[config.mk]
export PLATFORM = sky130hd
export DESIGN_NAME = slave_internal_response_rd_arbiter
export DESIGN_NICKNAME = d
export VERILOG_FILES = /design/src/rtl/slave_internal_response_rd_arbiter.sv
export SDC_FILE = /design/constraint.sdc
export NUM_CORES = 1
export LEC_CHECK = 0
export CAP_MARGIN = 0
export CORE_MARGIN = 2
export CORE_UTILIZATION = 34
export DETAILED_ROUTE_END_ITERATION = 10
export PLACE_DENSITY = 0.81
export SLEW_MARGIN = 20
export SYNTH_ARGS = -nofsm -noshare
export SYNTH_HDL_FRONTEND = slang
export SYNTH_SLANG_ARGS = --single-unit
[constraint.sdc]
create_clock -name ACLK -period 1.3 [get_ports ACLK]
set_clock_uncertainty 0.1 [all_clocks]
set_input_delay 0.195 -clock ACLK [delete_from_list [all_inputs] [get_ports ACLK]]
set_output_delay 0.195 -clock ACLK [all_outputs]
set_load 0.05 [all_outputs]
[src/rtl/slave_internal_response_rd_arbiter.sv]
// slave_internal_response_rd_arbiter
// Merges NUM_SRC internal read-response sources (0 = error path, 1 = posted
// path, ...) into one registered R channel. A two-state FSM tracks whether
// the output register holds a response. A new winner can be loaded on the
// same edge that the held response drains, so there is no bubble.
// Build option SLV_RD_ARB_FIXED_PRIO_EN: drop the round-robin pointer and
// always grant the highest-indexed valid source.
module slave_internal_response_rd_arbiter #(
    parameter int          NUM_SRC      = 2,
    parameter int          ID_WIDTH     = 8,
    parameter int          SRC_W        = $clog2(NUM_SRC),
    // RRESP value shown while the output register is empty after reset
    parameter logic [1:0]  RESP_INVALID = 2'b11
) (
    input  logic                               ACLK,
    input  logic                               ARESETn,
    input  logic [NUM_SRC-1:0]                 in_rvalid,
    output logic [NUM_SRC-1:0]                 in_rready,
    input  logic [NUM_SRC-1:0][ID_WIDTH-1:0]   in_rid,
    input  logic [NUM_SRC-1:0][1:0]            in_rresp,
    output logic                               out_rvalid,
    input  logic                               out_rready,
    output logic [ID_WIDTH-1:0]                out_rid,
    output logic [1:0]                         out_rresp,
    output logic [SRC_W-1:0]                   out_src
);

    typedef enum logic {IDLE = 1'b0, HOLD = 1'b1} state_t;

    state_t           state;
    state_t           state_nxt;
    logic [SRC_W-1:0] win;
    logic             grant;
    logic             any_req;

    assign any_req = |in_rvalid;

`ifdef SLV_RD_ARB_FIXED_PRIO_EN
    // Fixed priority: the highest-indexed valid source overrides lower ones
    always_comb begin
        win = '0;
        for (int i = 0; i < NUM_SRC; i++) begin
            if (in_rvalid[i]) win = SRC_W'(i);
        end
    end
`else
    logic [SRC_W-1:0] last_grant;
    logic [SRC_W:0]   idx;

    // Round-robin: scan offsets NUM_SRC..1 from last_grant so the nearest
    // valid source after last_grant is the final assignment and wins
    always_comb begin
        win = last_grant;
        idx = '0;
        for (int k = NUM_SRC; k >= 1; k--) begin
            idx = {1'b0, last_grant} + (SRC_W+1)'(k);
            if (idx >= (SRC_W+1)'(NUM_SRC)) idx = idx - (SRC_W+1)'(NUM_SRC);
            if (in_rvalid[idx[SRC_W-1:0]]) win = idx[SRC_W-1:0];
        end
    end

    // Pointer starts at NUM_SRC-1 so the first search begins at source 0
    always_ff @(posedge ACLK or negedge ARESETn) begin
        if (!ARESETn)   last_grant <= SRC_W'(NUM_SRC - 1);
        else if (grant) last_grant <= win;
    end
`endif

    // FSM state register
    always_ff @(posedge ACLK or negedge ARESETn) begin
        if (!ARESETn) state <= IDLE;
        else          state <= state_nxt;
    end

    // Grant, pop strobe and next state; reset gates the pop strobe off
    always_comb begin
        state_nxt = state;
        grant     = ARESETn && any_req && ((state == IDLE) || out_rready);
        in_rready = '0;
        if (grant) in_rready = NUM_SRC'(1) << win;
        case (state)
            IDLE: if (grant) state_nxt = HOLD;
            HOLD: if (out_rready && !any_req) state_nxt = IDLE;
            default: state_nxt = IDLE;
        endcase
    end

    // Output register: load the winner on grant, otherwise hold
    always_ff @(posedge ACLK or negedge ARESETn) begin
        if (!ARESETn) begin
            out_rid   <= '0;
            out_rresp <= RESP_INVALID;
            out_src   <= '0;
        end else if (grant) begin
            out_rid   <= in_rid[win];
            out_rresp <= in_rresp[win];
            out_src   <= win;
        end
    end

    assign out_rvalid = (state == HOLD);

endmodule

==> results of run 1 <==
registers in the layout (all words and copies together) (netlist names):
name	flops
out_rresp	2
last_grant	1
out_rvalid	1
out_rid	8
out_src	1
placed cells by master, fill, tap and decap left out, types with 2 or more instances in the layout:
cell and count:
a21oi_1 10, nand3_2 8, a31oi_2 5, buf_12 16, buf_6 6, o21ai_1 7, mux2_4 2, nand2_4 2
dlymetal6s2s_1 2, dfstp_2 3, nand2b_4 3, buf_4 13, o21ai_2 2, a31oi_1 4, clkdlybuf4s50_1 21, clkbuf_4 3
dfrtp_1 9
metal layers:
metal / wire length (um) / share of wire / vias up / track usage
li1: - / - / 398 / -
met1: 1310 / 0.42 / 429 / 0.260
met2: 1580 / 0.50 / 46 / 0.371
met3: 201 / 0.064 / 4 / 0.0714
met4: 41 / 0.013 / 0 / 0.0901
met5: 0 / 0 / - / 0
kinds of logic (layout without fill, tap and decap cells):
| logic type | after synthesis | count (layout) | share of synthesized area |
|---|---|---|---|
| buffers and inverters | 7 | 64 | 0.0685 |
| AOI/OAI and AO/OA | 33 | 33 | 0.293 |
| and+or+nand+nor | 20 | 21 | 0.147 |
| DFF | 13 | 13 | 0.450 |
| muxes | 2 | 2 | 0.0411 |
report_power, final:
group	internal, W	total [W]	switching, W
Sequential	0.000564	0.000731	0.000167
Combinational	0.00105	0.00207	0.00102
Clock	0.000120	0.000267	0.000148
Total	0.00173	0.00307	0.00134
cell type report:
cell class / count / area (um^2)
well taps: 27 / 33.8
multi-input cells: 56 / 493
fillers: 103 / 379
flip-flops and latches: 13 / 330
clock buffers: 4 / 26.3
repair buffers: 60 / 739
cell usage after synthesis:
library cell	instances	area share
nor2_1	1	0.0051
a31oi_1	5	0.043
nor2b_1	1	0.0086
buf_6	2	0.031
o21ai_1	8	0.055
dfstp_2	3	0.11
dfrtp_1	10	0.34
buf_2	4	0.027
o22ai_1	1	0.0086
and2b_2	1	0.012
o21ai_0	2	0.014
nand2_1	3	0.015
mux2_4	2	0.041
buf_4	1	0.010
and2_4	1	0.012
a21oi_1	11	0.075
a31oi_2	5	0.086
nand2b_1	3	0.026
o21a_2	1	0.012
nand3_1	10	0.068
critical path: stages, from the launching register on:
cell	delay, ps
dfstp_2	570
nand2b_4	70
buf_6	120
a21oi_4	160
buf_12	160
worst max path at each step:
stage	from	to	slack, ps	depth (start not counted)
final	last_grant	in_rready[1]	-360	4
after floorplan	out_rvalid	in_rready[1]	-140	4
after global placement	in_rvalid[0]	in_rready[1]	-290	5
after CTS	last_grant	in_rready[1]	-360	4
after detailed placement	in_rvalid[0]	out_src	-340	4
after global routing	last_grant	in_rready[1]	-390	4
metrics by stage:
stage | setup WS [ps] | power, W | utilization | setup TNS (ps)
final | -359 | 0.00307 | 0.811 | -2500
after detailed placement | -337 | 0.00245 | 0.696 | -4140
after CTS | -362 | 0.00284 | 0.744 | -1640
after global routing | -390 | 0.00318 | 0.811 | -3060
after global placement | -287 | 0.00240 | 0.696 | -3420
after floorplan | -138 | 0.00156 | - | -234
timing repair:
item | CTS | global route
pin swaps | 8 | 14
setup buffers | 2 | 6
hold buffers | 0 | 1
cloned | 1 | 1
resized for setup | 14 | 18
setup endpoints to repair | 14 | 16
hold endpoints to repair | 0 | 10
==> results by group, run 1 <==
Place
  – Gpl congestion: 0.723
  – Port Buf Inserts: 38
  – Placed insts: 146
  – Placed cell areas: 0.00139 mm^2
  – DPL Wire Length: 1.83 mm

Timing
  – RSZ-0062 raised after global routing: true
  – Final Hold Vio Count: 0
  – Fmax: 603 MHz
  – Final Max Tran Viols: 0
  – Hold Slack: 199 ps
  – Actual slew at the worst max-slew pin: 248 ps
  – Max_slew headroom: 0.835
  – Final Setup Violations: 14
  – PnR worst setup slack: -359 ps
  – Final min period: 1660 ps
  – Final period util: 1.28

Yosys
  – Number of synthesized register bits: 13
  – Yosys cell types: 20
  – Yosys Warn Count: 0
  – Area of the mapped netlist: 731 um^2
  – Synth Instances: 75
  – Syn nets: 100
  – Syn_area_per_cell: 9.74 um^2
  – Seq/Total Area, Yosys: 0.450

Worst setup path
  – WP data required: 1000 ps
  – Setup crit start kind: flop
  – Reg2Reg Capture Point: out_rid[3]
  – CP max FO: 3
  – CP Class: reg -> out
  – Worst R2R Path Depth: 7
  – R2r setup slk: -230 ps
  – WP data arrival: 1360 ps
  – Crit. End Element: output pin
  – Reg-to-Reg Start: last_grant

GRT
  – Grt ovf: 0
  – Vias in the first global route: 848
  – Global-route wire length before repair: 4.12 mm
  – Gr usage total: 0.221
  – Initial antenna violation count: 0
  – Largest net degree at the start of global routing: 15

Clock tree
  – Clock slew at reported path FFs: 70 ps
  – Total CTS buffers: 3
  – CTS tree: built
  – Clock Sinks: 13
  – Clk Tree Root Cell: clkbuf_4
  – CTS max path bufs: 2
  – Max H-tree Level: 1
  – Clk_lat worst skew: 290 ps

Finish
  – Fin cells: 160
  – Post-route cell area: 0.00162 mm^2
  – Area growth from synthesis to layout: 122%
  – # diodes: 0
  – Post-layout net count: 159
  – Share of post-route cells with drive strength above 1: 0.541

Worst hold path
  – Hold_sp: in_rvalid[0]
  – Hold/Removal Path Class: in -> reg
  – Hold Path Stages: 3
  – Hold EP: out_rvalid

Pwr
  – Peak supply drop: 1.48 mV
  – Lkg Pwr: 0.693 nW
  – Power per cell area: 1890 mW/mm^2

Drt
  – Routed WL per cell: 19.6 um
  – Post-route ant nets: 0
  – Vias: 877
  – Initial DRC Count: 26
  – Total length of routed wires: 3.13 mm
  – DRC violations left: 0
  – DR vias/cell: 5.48
  – DRT Pass-1 Iters: 4

Floorplanning
  – Die Y: 50.4 um
  – I/O pin count: 39
  – Core area: 0.00200 mm^2
  – Row cnt: 16
  – Initial Util: 0.365
  – Die width: 50.4 um
  – Die area: 0.00254 mm^2

Outcome
  – Status: finished, violations left
  – Failing checks: setup timing

Run
  – Max-Cap Viols: 0
No activity file was read; power rests on OpenSTA's default activity.
==> inputs of run 2 (changes only) <==
Settings changed: CORE_MARGIN 2 to 4.
==> run 2 against run 1 <==
Net effect:
- the run still ends with setup timing left
- register-to-register slack improved by 60 ps
- via count decreased by 2.7%
- clock power decreased by 2%
==> results by group, run 2 (same netlist as run 1, synthesis figures left out) <==
Clock tree
  – Clk Tree Root Cell: clkbuf_4
  – Total CTS buffers: 3 (unchanged)
  – Clock Sinks: 13 (unchanged)
  – CTS tree: built
  – CTS max path bufs: 2 (unchanged)
  – Clock slew at reported path FFs: 80 ps (about the same)
  – Max H-tree Level: 1 (unchanged)
  – Clk_lat worst skew: 280 ps (about the same)

Pwr
  – Lkg Pwr: 0.621 nW (-10%)
  – Switching Share: 0.442 (+0.00621)
  – Switching power total: 0.00128 W (-4.1%)
  – Int Pwr: 0.00162 W (-6.4%)
  – Seq pwr share: 0.250 (+0.012)
  – Comb power frac: 0.660 (-0.015)
  – Power per cell area: 1940 mW/mm^2 (+2.4%)
  – Clock Power Share: 0.090 (+0.003)
  – Peak supply drop: 1.27 mV (-15%)

Timing
  – Fmax: 607 MHz (+0.71%)
  – Hold Slack: 186 ps (-13.3 ps)
  – PnR worst setup slack: -348 ps (+11.7 ps)
  – Max_slew headroom: 0.795 (-0.0398)
  – Final Max Tran Viols: 0 (unchanged)
  – Final period util: 1.27 (-0.00899)
  – Final Hold Vio Count: 0 (unchanged)
  – Setup TNS: -1860 ps (+633 ps)
  – Actual slew at the worst max-slew pin: 308 ps (+59.7 ps)
  – RSZ-0062 raised after global routing: true
  – Final Setup Violations: 13 (-1)
  – Final min period: 1650 ps (-11.7 ps)

Worst hold path
  – Hold/Removal Path Class: in -> async

Finish
  – Share of post-route cells with drive strength above 1: 0.500 (-0.0414)
  – Largest regs: out_rid (8), out_rresp (2)
  – # diodes: 0 (unchanged)
  – Area growth from synthesis to layout: 105%
  – Max FFs per register: 8 (unchanged)
  – Reg with most FFs: out_rid
  – Most common cell after layout, fill and taps aside: clkdlybuf4s50_1
  – Most frequent cells in the layout: 23 x clkdlybuf4s50_1, 14 x buf_12, 12 x buf_4
  – Post-layout net count: 152 (-4.4%)
  – Post-route cell area: 0.00150 mm^2 (-7.6%)
  – Fin cells: 153 (-4.4%)
  – Filler instances: 128 (+24%)

Drt
  – DRC violations left: 0 (unchanged)
  – Initial DRC Count: 15 (-42%)
  – DR vias/cell: 5.58 (+1.7%)
  – Post-route ant nets: 0 (unchanged)
  – Routed WL per cell: 19.7 um (+0.53%)
  – DRT Pass-1 Iters: 4 (unchanged)
  – Vias: 853 (-2.7%)
  – Total length of routed wires: 3.01 mm (-3.9%)

Worst setup path
  – CP max FO: 3 (unchanged)
  – Crit. End Element: output pin
  – WP data required: 1000 ps (about the same)
  – Slowest stage delay, CP: 580 ps (about the same)
  – WP data arrival: 1350 ps (about the same)
  – CP Class: reg -> out
  – Crit path buf inv count: 2 (unchanged)
  – Critical Path, Cell by Cell: nand2b_4, buf_6, a21oi_4, buf_12
  – Crit path max-delay family: flip-flops
  – Setup crit start kind: flop
  – Critical-path top delay cell: dfstp_2

Floorplanning
  – Row cnt: 16 (unchanged)
  – Die width: 54.4 um (+7.9%)
  – I/O pin count: 39 (unchanged)
  – Core area: 0.00200 mm^2 (unchanged)
  – Initial Util: 0.365 (unchanged)
  – Die Y: 54.4 um (+7.9%)
  – Die area: 0.00296 mm^2 (+17%)

GRT
  – Gr usage total: 0.219 (-0.00251)
  – Initial antenna violation count: 0 (unchanged)
  – Vias in the first global route: 925 (+9.1%)
  – Largest net degree at the start of global routing: 15 (unchanged)
  – Global-route wire length before repair: 4.56 mm (+11%)
  – Grt ovf: 0 (unchanged)

Place
  – DPL Wire Length: 2.04 mm (+11%)
  – Gpl congestion: 0.741 (+2.5%)
  – Placed cell areas: 0.00135 mm^2 (-2.9%)
  – Port Buf Inserts: 38 (unchanged)
  – Placed insts: 144 (-1.4%)
  – Pre-CTS setup slack: -356 ps (-18.7 ps)

Run
  – Max-Cap Viols: 0 (unchanged)

Outcome
  – Status: finished, violations left
  – Failing checks: setup timing
[run 2: changes by cell type in the layout (fill, tap and decap cells not counted), moves of 2 or more]
cell	delta
nand3_1	+5
nand3_2	-4
buf_6	-3
buf_12	-2
clkdlybuf4s50_1	+2
dlymetal6s2s_1	-2
nor2b_4	+2
o21ai_1	-2
o21ai_2	+2
[run 2: stage by stage]
step,total power [W],util
after floorplan,0.00156,-
after global placement,0.00235,0.676
after detailed placement,0.00239,0.676
after CTS,0.00286,0.740
after global routing,0.00302,0.749
final,0.00291,0.749
[run 2: area by class of cell]
type,instances,area (um^2),area share
Sequential cell,13,330,0.220
Tap cell,27,33.8,0.0225
Clock buffer,4,26.3,0.0175
Timing Repair Buffer,53,643,0.429
Multi-Input combinational cell,56,465,0.311
[run 2: worst paths after layout]
path	end	slack, ps	cells after the start	start
setup / recovery	in_rready[1]	-350	4	last_grant
hold / removal	out_src	190	2	ARESETn
setup reg to reg	out_rid[7]	-170	6	last_grant
hold reg to reg	out_rresp[1]	490	2	out_rresp[1]
max in group asynchronous	last_grant	680	2	ARESETn
min in group ACLK	out_rresp[0]	370	3	in_rresp[0]
[run 2: worst register-to-register path, stage by stage (launching register included)]
cell	delay [ps]
dfstp_2	580
nand2b_4	60
buf_6	120
buf_4	170
buf_4	150
nand3_1	80
a31oi_1	90
[run 2: what timing repair did]
item,CTS,global route
cloned,2,0
hold buffers,0,0
setup buffers,4,1
resized for setup,18,6
endpoints found under the hold margin,0,0
pin swaps,10,5
setup endpoints to repair,14,14
[run 2: power by group through the flow]
stage	Combinational [W]	Sequential [W]	Clock [W]
2_1_floorplan	0.000493	0.00106	0
3_3_place_gp	0.00163	0.000716	0
3_5_place_dp	0.00167	0.000721	0
4_1_cts	0.00188	0.000724	0.000262
5_1_grt	0.00200	0.000740	0.000283
6_report	0.00192	0.000726	0.000262
[run 2: metal layers]
metal | track usage | wire (um)
met4 | 0.0913 | 79
met5 | 0 | 0
met2 | 0.394 | 1540
met1 | 0.248 | 1160
met3 | 0.0436 | 229
